### src/rtl/jt12_wr_bridge.sv
// jt12_wr_bridge: write-side front end of the FM core.
// Captures CPU register writes on the master clock, buffers them in a small
// FIFO and replays them into the divided internal domain, one per internal
// cycle. Also produces the internal clock enable, the synchronised internal
// reset and the CPU-visible status byte.
//
// Optional feature macro: JT12_WR_OVF_FLAG_EN
//   defined   -> sticky overflow flag on dropped writes, shown on cpu_dout[6]
//   undefined -> overflow and cpu_dout[6] tied to 0, drops stay silent
`timescale 1ns/1ps

module jt12_wr_bridge #(
  parameter int unsigned DIV      = 6,   // master clocks per internal cycle (2..63)
  parameter int unsigned DEPTH    = 4,   // FIFO entries, power of 2 (2..16)
  parameter int unsigned BUSY_CYC = 32   // internal cycles of busy after a data write (1..255)
) (
  input  logic       rst,
  input  logic       clk,
  input  logic       cpu_wr,
  input  logic [1:0] cpu_addr,
  input  logic [7:0] cpu_din,
  output logic [7:0] cpu_dout,
  output logic       cen_int,
  output logic       rst_int,
  output logic       int_wr,
  output logic       int_part,
  output logic       int_a0,
  output logic [7:0] int_din,
  output logic       busy,
  output logic       overflow
);

  localparam int unsigned AW        = $clog2(DEPTH);
  localparam logic [5:0]  PH_LAST   = 6'(DIV - 1);
  localparam logic [AW:0] CNT_FULL  = (AW + 1)'(DEPTH);
  localparam logic [AW:0] CNT_ZERO  = (AW + 1)'(0);
  localparam logic [AW:0] PTR_ONE   = (AW + 1)'(1);
  localparam logic [7:0]  BUSY_LOAD = 8'(BUSY_CYC);

  // ---------------------------------------------------------------------------
  // Phase counter and internal clock enable
  // ---------------------------------------------------------------------------
  logic [5:0] ph_q, ph_d;
  logic       cen_q, cen_d;
  logic       ph_last_s;

  // Next phase: count 0..DIV-1 and wrap; enable goes high the cycle after the last phase.
  always_comb begin
    ph_last_s = (ph_q == PH_LAST);
    ph_d      = ph_q;
    cen_d     = 1'b0;
    if (ph_last_s) begin
      ph_d  = 6'd0;
      cen_d = 1'b1;
    end else begin
      ph_d  = ph_q + 6'd1;
      cen_d = 1'b0;
    end
  end

  // Phase counter and registered clock enable.
  always_ff @(posedge clk or posedge rst) begin
    if (rst) begin
      ph_q  <= 6'd0;
      cen_q <= 1'b0;
    end else begin
      ph_q  <= ph_d;
      cen_q <= cen_d;
    end
  end

  assign cen_int = cen_q;

  // ---------------------------------------------------------------------------
  // Internal reset: two-stage shifter advanced together with the enable pulse,
  // so rst_int drops on the same edge as the second cen_int rise.
  // ---------------------------------------------------------------------------
  logic [1:0] rsync_q, rsync_d;
  logic       rst_int_s;

  // Shift a zero in once per internal cycle.
  always_comb begin
    rsync_d = rsync_q;
    if (ph_last_s) begin
      rsync_d = {rsync_q[0], 1'b0};
    end else begin
      rsync_d = rsync_q;
    end
  end

  // Reset synchroniser register, forced high by rst.
  always_ff @(posedge clk or posedge rst) begin
    if (rst) begin
      rsync_q <= 2'b11;
    end else begin
      rsync_q <= rsync_d;
    end
  end

  assign rst_int_s = rsync_q[1];
  assign rst_int   = rst_int_s;

  // ---------------------------------------------------------------------------
  // Write FIFO: entries are {part, a0, din}; pointers carry one extra bit so
  // that a full FIFO and an empty FIFO have different occupancy counts.
  // ---------------------------------------------------------------------------
  logic [9:0]  mem_q [DEPTH];
  logic [AW:0] wr_ptr_q, wr_ptr_d;
  logic [AW:0] rd_ptr_q, rd_ptr_d;
  logic [AW:0] count_s;
  logic        empty_s;
  logic        full_s;
  logic        wr_en_s;
  logic        push_s;
  logic        pop_s;
  logic [9:0]  head_s;
  logic [9:0]  entry_s;

  // Occupancy, push/pop decisions and pointer updates.
  always_comb begin
    count_s  = wr_ptr_q - rd_ptr_q;
    empty_s  = (count_s == CNT_ZERO);
    full_s   = (count_s == CNT_FULL);
    head_s   = mem_q[rd_ptr_q[AW-1:0]];
    entry_s  = {cpu_addr[1], cpu_addr[0], cpu_din};
    // Pop only on an enable edge while out of reset and with data present;
    // a write into an empty FIFO therefore waits for the next enable.
    pop_s    = cen_q & ~rst_int_s & ~empty_s;
    // Writes during internal reset are ignored entirely.
    wr_en_s  = cpu_wr & ~rst_int_s;
    // A full FIFO still accepts a write when a pop frees a slot on the same edge.
    push_s   = wr_en_s & (~full_s | pop_s);
    wr_ptr_d = wr_ptr_q;
    rd_ptr_d = rd_ptr_q;
    if (push_s) begin
      wr_ptr_d = wr_ptr_q + PTR_ONE;
    end else begin
      wr_ptr_d = wr_ptr_q;
    end
    if (pop_s) begin
      rd_ptr_d = rd_ptr_q + PTR_ONE;
    end else begin
      rd_ptr_d = rd_ptr_q;
    end
  end

  // FIFO pointers; reset flushes the FIFO.
  always_ff @(posedge clk or posedge rst) begin
    if (rst) begin
      wr_ptr_q <= CNT_ZERO;
      rd_ptr_q <= CNT_ZERO;
    end else begin
      wr_ptr_q <= wr_ptr_d;
      rd_ptr_q <= rd_ptr_d;
    end
  end

  // FIFO storage; cleared on reset so no stale entry can ever be replayed.
  always_ff @(posedge clk or posedge rst) begin
    if (rst) begin
      for (int i = 0; i < int'(DEPTH); i++) begin
        mem_q[i] <= 10'd0;
      end
    end else if (push_s) begin
      mem_q[wr_ptr_q[AW-1:0]] <= entry_s;
    end
  end

  // ---------------------------------------------------------------------------
  // Replay port: fields load on each pop, int_wr drops on an enable edge that
  // finds the FIFO empty; fields hold their last values.
  // ---------------------------------------------------------------------------
  logic       int_wr_q, int_wr_d;
  logic       int_part_q, int_part_d;
  logic       int_a0_q, int_a0_d;
  logic [7:0] int_din_q, int_din_d;

  // Next replay outputs, updated only on enable edges.
  always_comb begin
    int_wr_d   = int_wr_q;
    int_part_d = int_part_q;
    int_a0_d   = int_a0_q;
    int_din_d  = int_din_q;
    if (cen_q) begin
      if (pop_s) begin
        int_wr_d   = 1'b1;
        int_part_d = head_s[9];
        int_a0_d   = head_s[8];
        int_din_d  = head_s[7:0];
      end else begin
        int_wr_d   = 1'b0;
      end
    end else begin
      int_wr_d = int_wr_q;
    end
  end

  // Replay output registers.
  always_ff @(posedge clk or posedge rst) begin
    if (rst) begin
      int_wr_q   <= 1'b0;
      int_part_q <= 1'b0;
      int_a0_q   <= 1'b0;
      int_din_q  <= 8'd0;
    end else begin
      int_wr_q   <= int_wr_d;
      int_part_q <= int_part_d;
      int_a0_q   <= int_a0_d;
      int_din_q  <= int_din_d;
    end
  end

  assign int_wr   = int_wr_q;
  assign int_part = int_part_q;
  assign int_a0   = int_a0_q;
  assign int_din  = int_din_q;

  // ---------------------------------------------------------------------------
  // Busy status: a data pop (re)loads the counter, which then counts down one
  // per internal cycle. busy is sampled from the pre-edge state, so it trails
  // the causing push/pop by one clk.
  // ---------------------------------------------------------------------------
  logic [7:0] busy_cnt_q, busy_cnt_d;
  logic       busy_q, busy_d;

  // Busy counter reload/decrement and registered busy flag.
  always_comb begin
    busy_cnt_d = busy_cnt_q;
    if (pop_s && head_s[8]) begin
      busy_cnt_d = BUSY_LOAD;
    end else if (cen_q && (busy_cnt_q != 8'd0)) begin
      busy_cnt_d = busy_cnt_q - 8'd1;
    end else begin
      busy_cnt_d = busy_cnt_q;
    end
    busy_d = ~empty_s | (busy_cnt_q != 8'd0);
  end

  // Busy counter and busy flag registers.
  always_ff @(posedge clk or posedge rst) begin
    if (rst) begin
      busy_cnt_q <= 8'd0;
      busy_q     <= 1'b0;
    end else begin
      busy_cnt_q <= busy_cnt_d;
      busy_q     <= busy_d;
    end
  end

  assign busy = busy_q;

  // ---------------------------------------------------------------------------
  // Overflow flag
  // ---------------------------------------------------------------------------
`ifdef JT12_WR_OVF_FLAG_EN
  logic drop_s;
  logic ovf_q, ovf_d;

  // A write that finds the FIFO full with no simultaneous pop sets the sticky flag.
  always_comb begin
    drop_s = wr_en_s & full_s & ~pop_s;
    ovf_d  = ovf_q;
    if (drop_s) begin
      ovf_d = 1'b1;
    end else begin
      ovf_d = ovf_q;
    end
  end

  // Sticky overflow register, cleared only by reset.
  always_ff @(posedge clk or posedge rst) begin
    if (rst) begin
      ovf_q <= 1'b0;
    end else begin
      ovf_q <= ovf_d;
    end
  end

  assign overflow = ovf_q;
`else
  assign overflow = 1'b0;
`endif

  assign cpu_dout = {busy_q, overflow, 6'b00_0000};

endmodule

### config.mk
export PLATFORM = sky130hd
export DESIGN_NAME = jt12_wr_bridge
export DESIGN_NICKNAME = d
export VERILOG_FILES = /design/src/rtl/jt12_wr_bridge.sv
export SDC_FILE = /design/constraint.sdc
export NUM_CORES = 1
export LEC_CHECK = 0
export CAP_MARGIN = 40
export CORE_MARGIN = 2
export CORE_UTILIZATION = 51
export DETAILED_ROUTE_END_ITERATION = 6
export PLACE_DENSITY = 0.76
export SETUP_SLACK_MARGIN = 0.5
export SYNTH_ARGS = -nofsm -noshare
export SYNTH_HDL_FRONTEND = slang
export SYNTH_SLANG_ARGS = --single-unit
### constraint.sdc
create_clock -name clk -period 2.55 [get_ports clk]
set_clock_uncertainty 0.2 [all_clocks]
set_input_delay 0.3825 -clock clk [delete_from_list [all_inputs] [get_ports clk]]
set_output_delay 0.3825 -clock clk [all_outputs]
set_load 0.05 [all_outputs]
==> metrics <==
startpoint type of the worst setup path=flip-flop; Syn Area/Cell=14.4 um^2; total vias in the final route=2088; overall routed net length=6650 um; Crit Path Category=reg2reg; total I/O pin count=36; CTS root buf=sky130_fd_sc_hd__clkbuf_8; maximum number of pins on one net before global-route repair=76; most common flop cell mapped by yosys=sky130_fd_sc_hd__dfrtp_1; number of global-route vias before repair=2098; WP data arrival=2320 ps; Internal Dissipation=0.00391 W; switching share of power=35.9%; number of nets with antenna violations after detailed routing=0; total global-route track usage=19.5%; setup violation total in the final timing report=0; die outline area=0.00755 mm^2; post-layout net count=324; ratio of final minimum period to clock period=89.2%; Floorplan Core Area=0.00672 mm^2; first-pass GRT wire length=11000 um; clock latency at the later pin of the worst-skew pair=350 ps; worst hold-check path type=in2async; DRC errors left=0; maximum fanout along the worst path=5; smallest setup slack after layout=275 ps; final design area excluding fillers=0.00451 mm^2; HPWL after DPL=4120 um; combinational fraction of design power=50.7%; proportion of power drawn by flip-flops and latches=33.4%; post-synth design cell area=0.00350 mm^2; maximum vdd drop=0.459 mV; final setup TNS=0 ps; Setup crit end kind=flip-flop; # clock sinks=75; cell count after synthesis=243; post-synthesis async set-or-reset flop share=100%; FF+latch count, synth=75; proportion of netlist area held by the largest area contributor=52.1%; final critical-path required period=2270 ps; proportion of layout cells with a drive suffix above 1=42.0%; number of antenna violations at the first check in global routing=0; total number of placement rows=30; leakage power figure=2.09 nW; Worst R2R Setup Slack=280 ps; total global routing overflow=0; Buffers on Ports=27; leading post-synthesis cells by instance count=sky130_fd_sc_hd__dfrtp_1, sky130_fd_sc_hd__mux2_2, sky130_fd_sc_hd__buf_4, sky130_fd_sc_hd__ha_1; average vias per placed instance=5.42; area growth from synthesis to layout=28.8%; DR WL/cell=17.3 um; Worst Hold Slack=262 ps; Hold Violations, Final=0; final antenna diode count=0; crit path launch=wr_ptr_q[0]; fill cell instance count of the final layout=454; count of yosys warnings during synthesis=0; first-pass detailed-route iteration total=4; placed standard-cell area=0.00410 mm^2; Reg clk slew, reported paths=80 ps; deepest clock path buffer count=2; WP data required=2600 ps; endpoint of the lowest-slack register-to-register path=mem_q[14]; setup repair after global routing missed its margin=yes; PD cells=1350 mW/mm^2; Clk pwr share=15.9%; Die Wd=86.9 um; count of flip-flops with a built-in enable after synthesis=0; sequential fraction of the synthesis area=53.6%; final count of pins violating max slew=0; top area cells in the synthesized netlist=sky130_fd_sc_hd__dfrtp_1, sky130_fd_sc_hd__mux2_2, sky130_fd_sc_hd__mux4_2; last weighted congestion value of the routability-driven placer=0.729; cell type with the largest total area after synthesis=sky130_fd_sc_hd__dfrtp_1; distinct cell type count of the synthesized netlist=45; capturing element of the worst setup path=mem_q[14]; worst r2r src=wr_ptr_q[0]; Iteration-0 DRC Markers=111; Die Y=86.9 um; status=finished, final reports clean; number of levels the H-tree was split into=3; count leader, synth=sky130_fd_sc_hd__dfrtp_1; number of maximum-capacitance constraint violations=0; starting density of the core=52.1%; pre-CTS setup slack=48.1 ps; worst reg-to-reg path cell count=7; highest attainable clock frequency=0.440 GHz; TritonCTS buffer count=9; switching power summed over all nets=0.00219 W; TritonCTS clock tree=done
routing by layer:
metal	vias up	share of wire [%]	GRT usage, %
li1	969	-	-
met1	1068	48	27.7
met2	41	47	29.5
met3	10	2.7	3.51
met4	0	2.2	8.95
met5	-	0	0
stage by stage:
| step | total power, W | cells | util (%) |
|---|---|---|---|
| floorplan | 0.00421 | 250 | - |
| global placement | 0.00473 | 356 | 61.1 |
| detailed placement | 0.00481 | 356 | 61.1 |
| CTS | 0.00596 | 378 | 65.8 |
| global route | 0.00641 | 385 | 67.1 |
| finish | 0.00610 | 385 | 67.1 |
cells by family (layout without fill, tap and decap cells):
family                   after synthesis  count (layout)  share of synthesized area (%)
XOR/XNOR                              13              13                           3.46
other                                  1               8                          0.107
AO/OA/AOI/OAI                         18              18                           5.14
AND/OR/NAND/NOR                       39              39                           6.57
buffers and inverters                 24              79                           4.00
adder cells (fa/ha/maj)               11              11                           3.93
flip-flops                            75              75                           53.6
multiplexers                          62              62                           23.1
cell usage in the layout (no fill, tap or decap), drive strengths merged, types with 5 or more instances in the layout:
cell,count
dfrtp,73
mux2,52
buf,26
dlygate4sd2,14
clkdlybuf4s50,12
clkbuf,12
ha,11
inv,11
mux4,10
xnor2,10
conb,8
nor2,8
nand2,5
worst min-delay path by stage:
stage / end / slack [ps]
floorplan: ph_q[5] / 250
detailed placement: ph_q[5] / 270
global placement: int_a0 / 260
global route: int_a0 / 300
CTS: ph_q[1] / 290
finish: ph_q[1] / 260
worst max-delay path, stage by stage (launching register included):
cell and delay [ps]:
sky130_fd_sc_hd__dfrtp_1 390, sky130_fd_sc_hd__inv_2 110, sky130_fd_sc_hd__ha_4 160, sky130_fd_sc_hd__and2b_2 250
sky130_fd_sc_hd__o21a_4 240, sky130_fd_sc_hd__o311ai_4 300, sky130_fd_sc_hd__buf_6 190, sky130_fd_sc_hd__mux2_2 330
flip-flops by register name, indices dropped and copies added (netlist names):
name	count
int_din	8
rsync_q	2
int_part	1
mem_q	40
wr_ptr_q	3
busy_cnt_q	8
busy	1
rd_ptr_q	3
cen_int	1
int_a0	1
int_wr	1
ph_q	6
repair_timing:
action	in CTS	in global routing
endpoints found under the setup margin	71	58
gates cloned	1	0
pin swaps	6	6
resized for setup	37	11
setup buffers	5	7
hold buffers	0	0
power by group through the flow:
stage / logic, W / registers (W) / clock network [W]
after CTS: 0.00296 / 0.00203 / 0.000982
after global placement: 0.00271 / 0.00202 / 0
after global routing: 0.00327 / 0.00210 / 0.00104
after detailed placement: 0.00277 / 0.00204 / 0
final: 0.00309 / 0.00203 / 0.000971
after floorplan: 0.00194 / 0.00227 / 0
cell type report:
cell class	instances	area [um^2]	area share [%]
well taps	80	100	2.22
clock buffers	12	155	3.44
clock inverters	4	56.3	1.25
flip-flops and latches	75	1880	41.7
repair buffers	53	515	11.4
multi-input cells	151	1760	39.0
inverters	10	41.3	0.915
Note: power is estimated with default switching activity, not from simulation.
